==> config.mk <==
export PLATFORM = sky130hd
export DESIGN_NAME = wb_trap_ctrl
export DESIGN_NICKNAME = d
export VERILOG_FILES = /design/src/rtl/wb_trap_ctrl.sv
export SDC_FILE = /design/constraint.sdc
export NUM_CORES = 1
export LEC_CHECK = 0
export CAP_MARGIN = 25
export CORE_AREA = 3 3 148 150
export DETAILED_ROUTE_END_ITERATION = 8
export DIE_AREA = 0 0 151 153
export GPL_TIMING_DRIVEN = 0
export HOLD_SLACK_MARGIN = 0.02
export PLACE_DENSITY = 0.8
export SLEW_MARGIN = 30
export SYNTH_ARGS = -nofsm -noshare
export SYNTH_HDL_FRONTEND = slang
export SYNTH_SLANG_ARGS = --single-unit
==> constraint.sdc <==
create_clock -name clk_i -period 3.3 [get_ports clk_i]
set_input_delay 0.66 -clock clk_i [delete_from_list [all_inputs] [get_ports clk_i]]
set_output_delay 0.66 -clock clk_i [all_outputs]
set_load 0.01 [all_outputs]
==> src/rtl/wb_trap_ctrl.sv <==
// Write-back trap controller: prioritises IRQs/exceptions, drives CSR trap/mret writes, flush/redirect and WFI stall.
// Trap outputs are combinational on the trigger cycle; redirect_pc_o is registered; IRQ inputs add IRQ_SYNC_STAGES cycles.
module wb_trap_ctrl #(
    parameter int NUM_PLAT_IRQ    = 4,
    parameter int IRQ_SYNC_STAGES = 2
) (
    input  logic                    clk_i,
    input  logic                    rst_i,
    input  logic                    wb_valid_i,
    input  logic [31:0]             wb_pc_i,
    input  logic [31:0]             wb_inst_i,
    input  logic [31:0]             wb_badaddr_i,
    input  logic [5:0]              exc_i,
    input  logic                    is_mret_i,
    input  logic                    is_wfi_i,
    input  logic                    xint_meip_i,
    input  logic                    xint_mtip_i,
    input  logic                    xint_msip_i,
    input  logic [NUM_PLAT_IRQ-1:0] plat_irq_i,
    input  logic [31:0]             csr_mie_i,
    input  logic                    csr_gie_i,
    input  logic [31:0]             csr_mtvec_i,
    input  logic [31:0]             csr_mepc_i,
    input  logic                    flush_ack_i,
    output logic [31:0]             mip_o,
    output logic                    trap_we_o,
    output logic [31:0]             trap_cause_o,
    output logic [31:0]             trap_epc_o,
    output logic [31:0]             trap_tval_o,
    output logic                    mret_o,
    output logic                    retire_ok_o,
    output logic                    flush_o,
    output logic                    redirect_o,
    output logic [31:0]             redirect_pc_o,
    output logic                    stall_o
);
    localparam int NL = NUM_PLAT_IRQ + 3;

    typedef enum logic [1:0] {IDLE, FLUSH, WFI} state_t;

    state_t          state_q, state_d;
    logic [NL-1:0]   sync_q [IRQ_SYNC_STAGES];
    logic [NL-1:0]   irq_s;
    logic [31:0]     pend;
    logic            pend_any;
    logic            irq_take;
    logic [4:0]      irq_idx;
    logic [4:0]      exc_cause;
    logic [31:0]     exc_tval;
    logic            exc_any;
    logic            is_irq;
    logic            wfi_enter;
    logic [31:0]     trap_base;
    logic [31:0]     trap_target;
    logic [31:0]     wfi_pc_q;

    // Line order in the synchroniser: {plat, meip, mtip, msip}
    always_ff @(posedge clk_i) begin
        if (rst_i) begin
            for (int s = 0; s < IRQ_SYNC_STAGES; s++) sync_q[s] <= '0;
        end else begin
            sync_q[0] <= {plat_irq_i, xint_meip_i, xint_mtip_i, xint_msip_i};
            for (int s = 1; s < IRQ_SYNC_STAGES; s++) sync_q[s] <= sync_q[s-1];
        end
    end

    assign irq_s = sync_q[IRQ_SYNC_STAGES-1];

    always_comb begin
        mip_o     = '0;
        mip_o[3]  = irq_s[0];
        mip_o[7]  = irq_s[1];
        mip_o[11] = irq_s[2];
        for (int i = 0; i < NUM_PLAT_IRQ; i++) mip_o[16+i] = irq_s[3+i];
    end

    assign pend     = mip_o & csr_mie_i;
    assign pend_any = |pend;
    assign irq_take = pend_any & csr_gie_i;
    assign exc_any  = |exc_i;

    // Later assignments win, so the highest priority source is checked last.
    always_comb begin
        irq_idx = 5'd0;
        for (int i = NUM_PLAT_IRQ - 1; i >= 0; i--)
            if (pend[16+i]) irq_idx = 5'(16 + i);
        if (pend[7])  irq_idx = 5'd7;
        if (pend[3])  irq_idx = 5'd3;
        if (pend[11]) irq_idx = 5'd11;
    end

    always_comb begin
        exc_cause = 5'd0;
        exc_tval  = '0;
        if (exc_i[3]) begin exc_cause = 5'd4;  exc_tval = wb_badaddr_i; end
        if (exc_i[4]) begin exc_cause = 5'd6;  exc_tval = wb_badaddr_i; end
        if (exc_i[5]) begin exc_cause = 5'd11; exc_tval = '0;           end
        if (exc_i[2]) begin exc_cause = 5'd3;  exc_tval = wb_pc_i;      end
        if (exc_i[0]) begin exc_cause = 5'd0;  exc_tval = wb_badaddr_i; end
        if (exc_i[1]) begin exc_cause = 5'd2;  exc_tval = wb_inst_i;    end
    end

    assign trap_base   = {csr_mtvec_i[31:2], 2'b00};
    assign trap_target = (is_irq && csr_mtvec_i[1:0] == 2'b01)
                       ? trap_base + {25'd0, irq_idx, 2'b00} : trap_base;

    always_comb begin
        state_d      = state_q;
        trap_we_o    = 1'b0;
        trap_cause_o = '0;
        trap_epc_o   = '0;
        trap_tval_o  = '0;
        mret_o       = 1'b0;
        retire_ok_o  = 1'b0;
        flush_o      = 1'b0;
        redirect_o   = 1'b0;
        stall_o      = 1'b0;
        is_irq       = 1'b0;
        wfi_enter    = 1'b0;
        unique case (state_q)
            IDLE: begin
                if (wb_valid_i) begin
                    if (irq_take || exc_any) begin
                        trap_we_o  = 1'b1;
                        is_irq     = irq_take;
                        trap_epc_o = wb_pc_i;
                        state_d    = FLUSH;
                    end else if (is_mret_i) begin
                        mret_o      = 1'b1;
                        retire_ok_o = 1'b1;
                        state_d     = FLUSH;
                    end else if (is_wfi_i) begin
                        retire_ok_o = 1'b1;
                        wfi_enter   = 1'b1;
                        state_d     = WFI;
                    end else begin
                        retire_ok_o = 1'b1;
                    end
                end
            end
            FLUSH: begin
                flush_o = 1'b1;
                if (flush_ack_i) begin
                    redirect_o = 1'b1;
                    state_d    = IDLE;
                end
            end
            WFI: begin
                stall_o = 1'b1;
                if (pend_any) begin
                    if (csr_gie_i) begin
                        trap_we_o  = 1'b1;
                        is_irq     = 1'b1;
                        trap_epc_o = wfi_pc_q;
                        state_d    = FLUSH;
                    end else begin
                        state_d    = IDLE;
                    end
                end
            end
            default: state_d = IDLE;
        endcase
        if (trap_we_o) begin
            trap_cause_o = is_irq ? {1'b1, 26'd0, irq_idx} : {27'd0, exc_cause};
            trap_tval_o  = is_irq ? 32'd0 : exc_tval;
        end
        if (rst_i) begin
            trap_we_o    = 1'b0;
            trap_cause_o = '0;
            trap_epc_o   = '0;
            trap_tval_o  = '0;
            mret_o       = 1'b0;
            retire_ok_o  = 1'b0;
            flush_o      = 1'b0;
            redirect_o   = 1'b0;
            stall_o      = 1'b0;
            wfi_enter    = 1'b0;
        end
    end

    always_ff @(posedge clk_i) begin
        if (rst_i) begin
            state_q       <= IDLE;
            redirect_pc_o <= '0;
            wfi_pc_q      <= '0;
        end else begin
            state_q <= state_d;
            if (trap_we_o)   redirect_pc_o <= trap_target;
            else if (mret_o) redirect_pc_o <= csr_mepc_i;
            if (wfi_enter)   wfi_pc_q <= wb_pc_i + 32'd4;
        end
    end
endmodule

==> run summary, run 1 <==
Top cell type's share of synthesized area: 0.252
Fin. max-slew vios: 0
Peak Freq: 302 MHz
Hold depth: 1
Final WS setup: -0.00718 ns
DP Wirelength: 20600 um
Initial Util: 0.305
Layout cell share with drive strength beyond 1: 0.274
Largest family of logic cells by synthesized area: simple AND/OR/NAND/NOR gates
Critical Path End Type: output port
Seq/Total Area, Yosys: 0.252
Yosys top cell by area: dfxtp_1
Tot GR Track Use: 0.221
Slew HR: 0.441
Worst Tran Pin Value: 0.838 ns
Mux contribution to synthesized area: 0.0240
Power Density: 288 mW/mm^2
Final Hold Vio Count: 0
DRC errors left: 0
Failing checks: setup timing
Min cycle time layout: 3.31 ns
Main synth FF type: dfxtp_1
Synthesized area: 0.00636 mm^2
Die Y: 153 um
Worst Path Arrival: 2.65 ns
Synth Area in Compound Gates: 0.232
H-tree depth: 3
Min-delay worst type: reg2reg
Initial antenna violation count: 0
Syn. warnings: 0
WS Path Type: in2out
Gpl congestion: 0.921
Library cells used by synthesis: 70
Synthesis-to-finish area growth: 68.0%
IO Count: 378
Clk Latency, worst-skew pair: 0.34 ns
WL per Instance: 18.6 um
Initial DRC count: 294
CTS Buf Count: 9
Worst Hold Path EP: sync_q[0][12]$_SDFF_PP0_
Clk_skew: 0.0120 ns
Fillers: 2005
Async set-reset flop share out of synthesis: 0
FP Rows: 53
Global-route wire length before repair: 40400 um
Setup WS pre-CTS: -1.56 ns
R2R cell count: 12
RSZ-0062 raised after global routing: yes
Setup crit start kind: input port
DRT antenna net count: 0
Mean Syn Cell Area: 8.06 um^2
Crit path required time: 2.64 ns
Number of synthesized flops with an enable pin: 0
Largest net degree at the start of global routing: 20
Post-synthesis simple-gate area fraction: 0.273
Clock tree buffer depth: 2
Hold path startpoint: sync_q[0][5]$_SDFF_PP0_
CTS sink cnt: 80
Pre-antenna DRT Iters: 4
Via density: 5.08
Fin crit share: 1.00
# setup viols final: 1
Outcome: finished with violations
DIE AREA: 0.0231 mm^2
Flops & latches, synth: 80
Fin nets: 1397
Worst-path clk slew: 0.06 ns
Core Area: 0.0208 mm^2
Adder-cell area share of the yosys netlist: 0.0150
Synth cell count leaders: dfxtp_1, nor2_1, buf_4, nor2b_1, nor3_1
Count leader, synth: dfxtp_1
CTS tree: yes
Leakage: 4.17 nW
Vias in the first global route: 7284
Vias after detailed routing: 7406
Flop2flop setup slack: 0.37 ns
Peak VDD IR: 0.000251 V
Total power: 0.00308 W
Total Wirelength: 27200 um
CP max FO: 9
Clock root cell: clkbuf_16
Count of input and output buffers: 297
Synth Instances: 789
R2r endpoint: redirect_pc_o[30]$_SDFFE_PP0P_
GRT Residual Overflow: 0
Reg2Reg Launch Point: sync_q[0][7]$_SDFF_PP0_
Top cells by area, synth: dfxtp_1, buf_4, a211oi_2, nor2b_1, a221oi_1
Synth Area in XOR/XNOR: 0.0730
Max cap viols: 0
Die width: 151 um
cell families (layout without fill, tap and decap cells):
family                   count (synthesis)  count (layout)
AND/OR/NAND/NOR                        322             322
AO/OA/AOI/OAI                          177             177
buffers and inverters                  134             477
flip-flops                              80              80
XOR/XNOR                                53              53
multiplexers                            15              15
adder cells (fa/ha/maj)                  7               7
other                                    1              52
cell type report:
type	instances	area, um^2	area share
antenna	1	2.50	0.000234
buffer	118	958	0.0897
clock buffer	9	225	0.0211
clock inverter	6	85.1	0.00796
inverter	15	56.3	0.00527
multi-input combinational	625	4460	0.417
sequential	80	1600	0.150
tap	275	344	0.0322
timing repair buffer	329	2950	0.276
layout by cell type (no fill, tap or decap), types with 22 or more instances in the layout:
cell type        synthesis  routed
clkbuf_1                44      23
nand2_1                 37      35
a221oi_1                32      25
a22oi_1                 36      23
conb_1                   1      51
buf_4                   61      86
xnor2_1                 32      32
buf_2                    3      45
nor2b_1                 52      52
clkbuf_2                 1      30
nor2_1                  69      67
clkdlybuf4s50_1          0     212
dfxtp_1                 80      80
nand3_1                 24      22
a211oi_1                23      22
a211oi_2                28      28
nor3_1                  49      42
per-stage QoR:
| stage | setup TNS [ns] | hold WS, ns | area, um^2 | cells | utilization |
|---|---|---|---|---|---|
| floorplan | 0 | 0.414 | 6550 | 839 | - |
| global placement | -128.88 | 0.417 | 9860 | 1411 | 0.474 |
| detailed placement | -129.97 | 0.426 | 9870 | 1411 | 0.474 |
| CTS | -0.187 | 0.439 | 10700 | 1454 | 0.512 |
| global route | -0.339 | 0.449 | 10700 | 1457 | 0.513 |
| finish | -0.00718 | 0.437 | 10700 | 1458 | 0.513 |
how the worst max path moves through the flow:
stage | endpoint | cells after the start | start | slack (ns)
2_1_floorplan | redirect_pc_o[14]$_SDFFE_PP0P_ | 10 | csr_mie_i[3] | 0.01
3_3_place_gp | trap_tval_o[5] | 7 | csr_mie_i[3] | -1.49
3_5_place_dp | trap_tval_o[5] | 7 | csr_mie_i[3] | -1.56
4_1_cts | trap_cause_o[2] | 10 | csr_mie_i[18] | -0.07
5_1_grt | trap_cause_o[2] | 10 | csr_mie_i[3] | -0.14
6_report | trap_cause_o[0] | 9 | csr_mie_i[3] | -0.007
repair_timing:
item / CTS / global route
setup endpoints to repair: 102 / 84
cloned: 0 / 1
buffers inserted: 29 / 3
pin swaps: 17 / 12
resized for setup: 301 / 107
hold buffers: 0 / 0
flip-flops by register name, indices dropped and copies added (netlist names):
signal and cells:
state_q 2, wfi_pc_q 32, redirect_pc_o 32, sync_q 14
worst max-delay path, stage by stage:
cell and delay, ns:
dlygate4sd2_1 0.24, a222oi_1 0.37, buf_4 0.20, a31oi_4 0.13, and2_4 0.17, buf_6 0.14, or4_1 0.44, a21oi_2 0.15
buf_2 0.15
per-layer routing:
metal,vias up,wire (um),track usage
met5,-,0,0
met4,0,754,0.0682
met3,52,2500,0.0646
met2,341,13400,0.385
met1,3474,10500,0.258
li1,3539,-,-
power by group:
group | switching, W | internal [W] | leakage (nW)
Sequential | 0.0000189 | 0.00100 | 0.653
Combinational | 0.000469 | 0.000512 | 3.36
Clock | 0.000420 | 0.000656 | 0.147
Total | 0.000907 | 0.00217 | 4.17
Power figures use the tool's default switching activity.
==> inputs of run 2 (changes only) <==
HOLD_SLACK_MARGIN = unset   (was 0.02)
==> results of run 2 <==
Final layout, timing and power as in run 1 (identical DEF).
